===== config.mk =====
export PLATFORM = sky130hd
export DESIGN_NAME = udp_writer
export DESIGN_NICKNAME = d
export VERILOG_FILES = /design/src/rtl/udp_writer.sv
export SDC_FILE = /design/constraint.sdc
export NUM_CORES = 1
export LEC_CHECK = 0
export CAP_MARGIN = 20
export CORE_MARGIN = 4
export CORE_UTILIZATION = 55
export CTS_BUF_LIST = sky130_fd_sc_hd__clkbuf_16
export DETAILED_ROUTE_END_ITERATION = 12
export PLACE_DENSITY = 0.85
export SLEW_MARGIN = 40
export SYNTH_ARGS = -nofsm -noshare
export SYNTH_HDL_FRONTEND = slang
export SYNTH_SLANG_ARGS = --single-unit

===== constraint.sdc =====
create_clock -name clk -period 4.2 [get_ports clk]
set_input_delay 0.84 -clock clk [delete_from_list [all_inputs] [get_ports clk]]
set_output_delay 0.84 -clock clk [all_outputs]
set_load 0.02 [all_outputs]

===== src/rtl/udp_writer.sv =====
// Transmit-side payload serialiser: latches up to CAPACITY bytes on a trig edge,
// requests a UDP frame and feeds the bytes to udp_packet's TX byte interface.
module udp_writer #(
    parameter int CAPACITY = 16,
    parameter int TIMEOUT  = 1_000_000
) (
    input  logic                  clk,
    input  logic                  rstn,
    input  logic                  trig,
    input  logic [CAPACITY*8-1:0] i_data,
    input  logic [15:0]           i_len,
    output logic                  udp_trig,
    input  logic                  tx_read_en,
    output logic                  tx_valid,
    output logic [7:0]            tx_data,
    output logic [15:0]           tx_data_len,
    output logic                  busy,
    output logic                  done,
    output logic                  err
);

    localparam int IDX_W = $clog2(CAPACITY + 1);
    localparam int CNT_W = (TIMEOUT > 1) ? $clog2(TIMEOUT) : 1;
    localparam logic [CNT_W-1:0] CNT_LAST = CNT_W'(TIMEOUT - 1);
    localparam logic [15:0]      CAP_LEN  = 16'(CAPACITY);

    typedef enum logic [1:0] {
        S_IDLE,
        S_WAIT,
        S_SEND,
        S_DONE
    } state_t;

    state_t                state_q, state_d;
    logic                  trig_q, trig_qq;
    logic [CAPACITY*8-1:0] shadow_q, shadow_d;
    logic [15:0]           len_q, len_d;
    logic [IDX_W-1:0]      idx_q, idx_d;
    logic [CNT_W-1:0]      cnt_q, cnt_d;
    logic                  udp_trig_q, udp_trig_d;
    logic                  tx_valid_q, tx_valid_d;
    logic [7:0]            tx_data_q, tx_data_d;
    logic                  busy_q, busy_d;
    logic                  done_q, done_d;
    logic                  err_q, err_d;

    logic       trig_rise;
    logic       len_ok;
    logic       serve;
    logic       issue;
    logic [15:0] idx_ext;
    logic [7:0] cur_byte;

    // Two flops on trig: the first is the edge register, so udp_trig lands
    // two edges after trig is first sampled high.
    assign trig_rise = trig_q & ~trig_qq;
    assign len_ok    = (i_len != 16'd0) && (i_len <= CAP_LEN);
    assign idx_ext   = 16'(idx_q);
    assign cur_byte  = 8'(shadow_q >> {idx_q, 3'b000});

    // NOTE: every variable gets a default before the case so no path can infer a latch.
    always_comb begin
        state_d    = state_q;
        shadow_d   = shadow_q;
        len_d      = len_q;
        idx_d      = idx_q;
        cnt_d      = cnt_q;
        udp_trig_d = 1'b0;
        tx_valid_d = 1'b0;
        tx_data_d  = tx_data_q;
        busy_d     = busy_q;
        done_d     = 1'b0;
        err_d      = 1'b0;
        serve      = 1'b0;
        issue      = 1'b0;

        case (state_q)
            S_IDLE: begin
                if (trig_rise) begin
                    if (len_ok) begin
                        shadow_d   = i_data;
                        len_d      = i_len;
                        idx_d      = '0;
                        cnt_d      = '0;
                        udp_trig_d = 1'b1;
                        busy_d     = 1'b1;
                        state_d    = S_WAIT;
                    end else begin
                        err_d = 1'b1;
                    end
                end
            end
            S_WAIT: begin
                if (tx_read_en) begin
                    // First request is served in this very cycle as byte 0.
                    state_d = S_SEND;
                    serve   = 1'b1;
                end else if (cnt_q == CNT_LAST) begin
                    err_d   = 1'b1;
                    busy_d  = 1'b0;
                    state_d = S_IDLE;
                end else begin
                    cnt_d = cnt_q + CNT_W'(1);
                end
            end
            S_SEND: serve = 1'b1;
            S_DONE: begin
                done_d  = 1'b1;
                busy_d  = 1'b0;
                state_d = S_IDLE;
            end
            default: state_d = S_IDLE;
        endcase

        if (serve && tx_read_en && (idx_ext < len_q)) begin
            issue      = 1'b1;
            tx_valid_d = 1'b1;
            tx_data_d  = cur_byte;
            idx_d      = idx_q + IDX_W'(1);
            if (idx_ext == len_q - 16'd1) begin
                state_d = S_DONE;
            end
        end

        // A request with nothing left to give returns an invalid zero byte.
        if (tx_read_en && !issue) begin
            tx_data_d = 8'h00;
        end
    end

    // NOTE: the shadow buffer is a plain register, so it is cleared with everything else.
    always_ff @(posedge clk) begin
        if (!rstn) begin
            state_q    <= S_IDLE;
            trig_q     <= 1'b0;
            trig_qq    <= 1'b0;
            shadow_q   <= '0;
            len_q      <= '0;
            idx_q      <= '0;
            cnt_q      <= '0;
            udp_trig_q <= 1'b0;
            tx_valid_q <= 1'b0;
            tx_data_q  <= '0;
            busy_q     <= 1'b0;
            done_q     <= 1'b0;
            err_q      <= 1'b0;
        end else begin
            // NOTE: non-blocking assignments keep every flop sampling pre-edge values.
            state_q    <= state_d;
            trig_q     <= trig;
            trig_qq    <= trig_q;
            shadow_q   <= shadow_d;
            len_q      <= len_d;
            idx_q      <= idx_d;
            cnt_q      <= cnt_d;
            udp_trig_q <= udp_trig_d;
            tx_valid_q <= tx_valid_d;
            tx_data_q  <= tx_data_d;
            busy_q     <= busy_d;
            done_q     <= done_d;
            err_q      <= err_d;
        end
    end

    assign udp_trig    = udp_trig_q;
    assign tx_valid    = tx_valid_q;
    assign tx_data     = tx_data_q;
    assign tx_data_len = len_q;
    assign busy        = busy_q;
    assign done        = done_q;
    assign err         = err_q;

endmodule

* Word level (Yosys, flattened, before mapping)
Cells that the tools add are included.
Storage, ports and cells: register bits 186, bits of input ports 148, output and inout bits 29
Cells by class: add/subtract/negate cells 3, magnitude comparators 2, eq/ne operators 10, shifts and indexed selects 1, muxes and demuxes 31, bitwise gates (word level) 3, reduce and logical (&&, ||, !) cells 18
Operator list (number):
- >> shifter 128 x 8 -> 8 bit | 1
- 2-to-1 mux 20 bit | 4
- case mux 20 bit (2 select lines) | 1
- adder 20 x 1 -> 20 bit (second input constant) | 1
- equality test 20 bit (second input constant) | 1
- 2-to-1 mux 5 bit | 4
- equality test 5 x 16 -> 1 bit | 1
- less-or-equal comparator 16 x 5 -> 1 bit (second input constant) | 1
- less-than comparator 5 x 16 -> 1 bit | 1
- nonzero test 16 bit | 1
- subtractor 16 x 1 -> 16 bit (second input constant) | 1
- 2-to-1 mux 1 bit | 12
- 2-to-1 mux 2 bit | 6
- != test 2 bit (second input constant) | 5
- AND reduction 5 bit | 2
- AND reduction 3 bit | 3
- nonzero test 2 bit | 4
- case mux 2 bit (3 select lines) | 1
- adder 5 x 1 -> 5 bit (second input constant) | 1
- equality test 2 bit (second input constant) | 2
- logical AND 1 bit | 4
- case mux 1 bit (2 select lines) | 2
- case mux 1 bit (3 select lines) | 1
- nonzero test 3 bit | 1
- 6 further kinds | 7

* Depth between registers and ports, before layout
depth after elaboration 8, gate-level depth with buffers 9, gate-level depth less buffers 7

* Worst setup path after synthesis
OpenSTA, ideal clock, no wires.
path kind input-to-reg, from input port i_len[0], to register cnt_q[15], arrival 2.337 ns, data required time 4.130 ns, slack 1.792 ns, stages on the path 6, path through nor4_2 > xor2_1 > o21a_1 > buf_2 > or4_1 > a21oi_1
Between the ends: word-level cells in the longest chain between the ends 4
Ends and longest elaborated chain:
- start: declaration | RTL line 11 | input logic [15:0] i_len,
- less-or-equal comparator 16 x 5 -> 1 bit / nonzero test 16 bit (equally long branches) | RTL line 57 | assign len_ok = (i_len != 16'd0) && (i_len <= CAP_LEN);
- logical AND 1 bit * | RTL line 57
- != test 2 bit (no source line) *
- AND reduction 5 bit (no source line) *
- end signal: assignment | RTL line 155 | cnt_q <= cnt_d;
- end: declaration | RTL line 39 | logic [CNT_W-1:0] cnt_q, cnt_d;
Mark *: on every way between the ends. The rest lies on a longest branch, timed or not. A chain may end at the register's enable or synchronous reset.

* Worst setup path in the final report
from input port i_len[0], to register shadow_q[39]
Between the ends: word-level cells in the longest chain between the ends 3
Ends and longest elaborated chain:
- less-or-equal comparator 16 x 5 -> 1 bit / nonzero test 16 bit (equally long branches) | RTL line 57
- logical AND 1 bit * | RTL line 57
- AND reduction 3 bit (no source line) *
- end signal: assignment | RTL line 152 | shadow_q <= shadow_d;
- end: declaration | RTL line 36 | logic [CAPACITY*8-1:0] shadow_q, shadow_d;
Marked as above.

==> out/metrics.csv <==
metric;value;unit
status;finished clean;
cts_buffer_depth;2;
die-height;131.2;um
vdd_ir_drop_max;0.0003068;V
fin_crit;2.944;ns
final_cell_mix;nand2_1 (289), dfxtp_1 (184), clkdlybuf4s50_1 (176);
path_max_fanout;74;
dp_hpwl;15.06;mm
critPathKind;in2reg;
synth_top_area_cell;dfxtp_1;
p_leak;0.003552;uW
port_buffers;176;
grt-ovfl-total;0;
report.final.slew_viol_count;0;
total_power;3406;uW
cts.hold.buffers_added;0;
drt-pass1-iter-count;5;
setup_viol;0;
synth_cell_types;58;
finalSetupTns;0;ns
synthCells;962;
cts.sinks;186;
syn_area;0.008353;sq mm
endpoint_kind;flip-flop;
die_area;0.01722;sq mm
synth_top_area_share;44.58;%
slowest_delay;0.55;ns
cts.repair.resized;0;
path_clk_slew;0.06;ns
rows;44;
hold_path_class;reg2reg;
ys_seq_elements;186;
grt_pass1_vias;6935;
grt_pass1_wl;34.97;mm
whs;0.4448;ns
async_flop_share;0;%
grt_max_degree;146;
grt_setup_unrepaired;false;
max_freq;0.3397;GHz
routed-via-count;7512;
start_util;56.83;%
cap_violations;0;
cts_tree;done;
crit_required;4.54;ns
wl_per_cell;16.97;um
gp_congestion;0.8945;
insertion_delay;0.43;ns
floorplan.die.width;131.2;um
grt.total_usage;24.65;%
slew_headroom;49.78;%
ios;177;
ys.flop_type;dfxtp_1;
drt-vias-per-instance;5.792;
nFillCells;1053;
avgSynthCellArea;8.683;sq um
antenna_found_initial;0;
areaGrowthSynthToFinish;28.04;%
coreArea;0.01470;sq mm
h-tree-depth;4;
wl;22.01;mm
startpoint_type;input port;
cts_setup_buffers;0;
drc;0;
final_hold_viol_count;0;
skew;0.007573;ns
nets;1262;
p_per_area;318.5;mW/mm^2
critPathSlowestCell;and3_4;
cts_buffers;17;
layout_commonest_cell;nand2_1;
finalCritPeriodShare;70.09;%
root_buffer;clkbuf_16;
path_cells;clkdlybuf4s50_1 > nor4_2 > xnor2_1 > and3_4 > buf_12 > nand2_1 > a21oi_1;
arrival;3.29;ns
n_antenna_cell;0;
yosysSeqAreaShare;44.58;%
max_slew.worst_pin.slew;0.7435;ns
ant_nets;0;
ys_top_cells_by_area;dfxtp_1 (45%), nand2_1 (13%), mux4_2 (11%);
yosys_warnings;0;
drive_gt1_share;8.266;%
synth_edf_count;0;
drt-initial-drc-count;747;
synthesis.nets;1123;
## cell type report
type                       count  area [sq um]  area share (%)
clock buffer                  17         425.4           3.978
clock inverter                14         93.84          0.8774
inverter                      24         92.59          0.8657
multi-input combinational    688          4268           39.90
sequential                   186          3726           34.84
tap                          184         230.2           2.153
timing repair buffer         184          1859           17.38
## sequential cells by signal (all words and copies together) (netlist names)
register and cells:
trig_q 1, done 1, cnt_q 20, shadow_q 128
busy 1, udp_trig 1, idx_q 5, trig_qq 1
tx_valid 1, tx_data 8, state_q 2, tx_data_len 16
err 1
## logic make-up after synthesis
| family | count (synthesis) | synth area share [%] |
|---|---|---|
| XOR/XNOR | 9 | 0.9436 |
| multiplexers | 45 | 11.40 |
| AND/OR/NAND/NOR | 406 | 22.05 |
| buffers and inverters | 88 | 4.464 |
| AO/OA/AOI/OAI | 215 | 14.62 |
| adder cells (fa/ha/maj) | 13 | 1.947 |
| flip-flops | 186 | 44.58 |
## critical path: cells and delay by family
kind	cells	cell delay, ns
AO/OA/AOI/OAI	1	0.19
AND/OR/NAND/NOR	3	1.12
XOR/XNOR	1	0.31
buffers and inverters	2	0.79
## per-layer routing
layer  vias to the layer above  wire [um]  track usage (%)  share of wire [%]
met5                         -          0                0                  0
met4                         0        448            8.051                2.0
met3                        38       1629            5.810                7.4
met2                       296      10730            41.45                 49
met1                      3537       9201            31.62                 42
li1                       3641          -                -                  -
## where the power goes
part           switching (uW)  leakage (uW)  internal, uW
sequential              0.618       0.00150          1760
combinational            64.6       0.00178           130
clock                     652      0.000274           794
total                     717       0.00355          2690
## synth_stat cells, types with 5 or more instances
library cell	n
o31ai_1	17
o21ai_1	13
buf_2	31
clkinv_1	8
inv_1	15
clkbuf_1	31
a31oi_1	7
ha_1	13
nor2_1	10
nand3_1	16
and2_1	8
nor4_1	6
or4_1	14
xnor2_1	5
nor3_1	6
nand2_1	289
and3_1	21
nand2b_1	8
a21oi_1	155
mux4_2	40
dfxtp_1	186
## path summary, 6_finish.rpt
check             startpoint  cells after the start  slack (ns)           end
hold reg to reg   tx_data[6]                      2        0.44    tx_data[6]
setup / recovery    i_len[0]                      7        1.26  shadow_q[39]
hold / removal    tx_data[6]                      2        0.44    tx_data[6]
setup reg to reg    idx_q[2]                      6        1.48    tx_data[5]
## stage by stage
step	cells	setup slack (ns)	utilization [%]	area, sq um
2_1_floorplan	962	1.792	-	8353
3_3_place_gp	1266	0.8857	69.19	10170
3_5_place_dp	1266	0.8362	69.19	10170
4_1_cts	1297	1.261	72.73	10690
5_1_grt	1297	1.059	72.76	10700
6_report	1297	1.256	72.76	10700
Note: power is estimated with default switching activity, not from simulation.
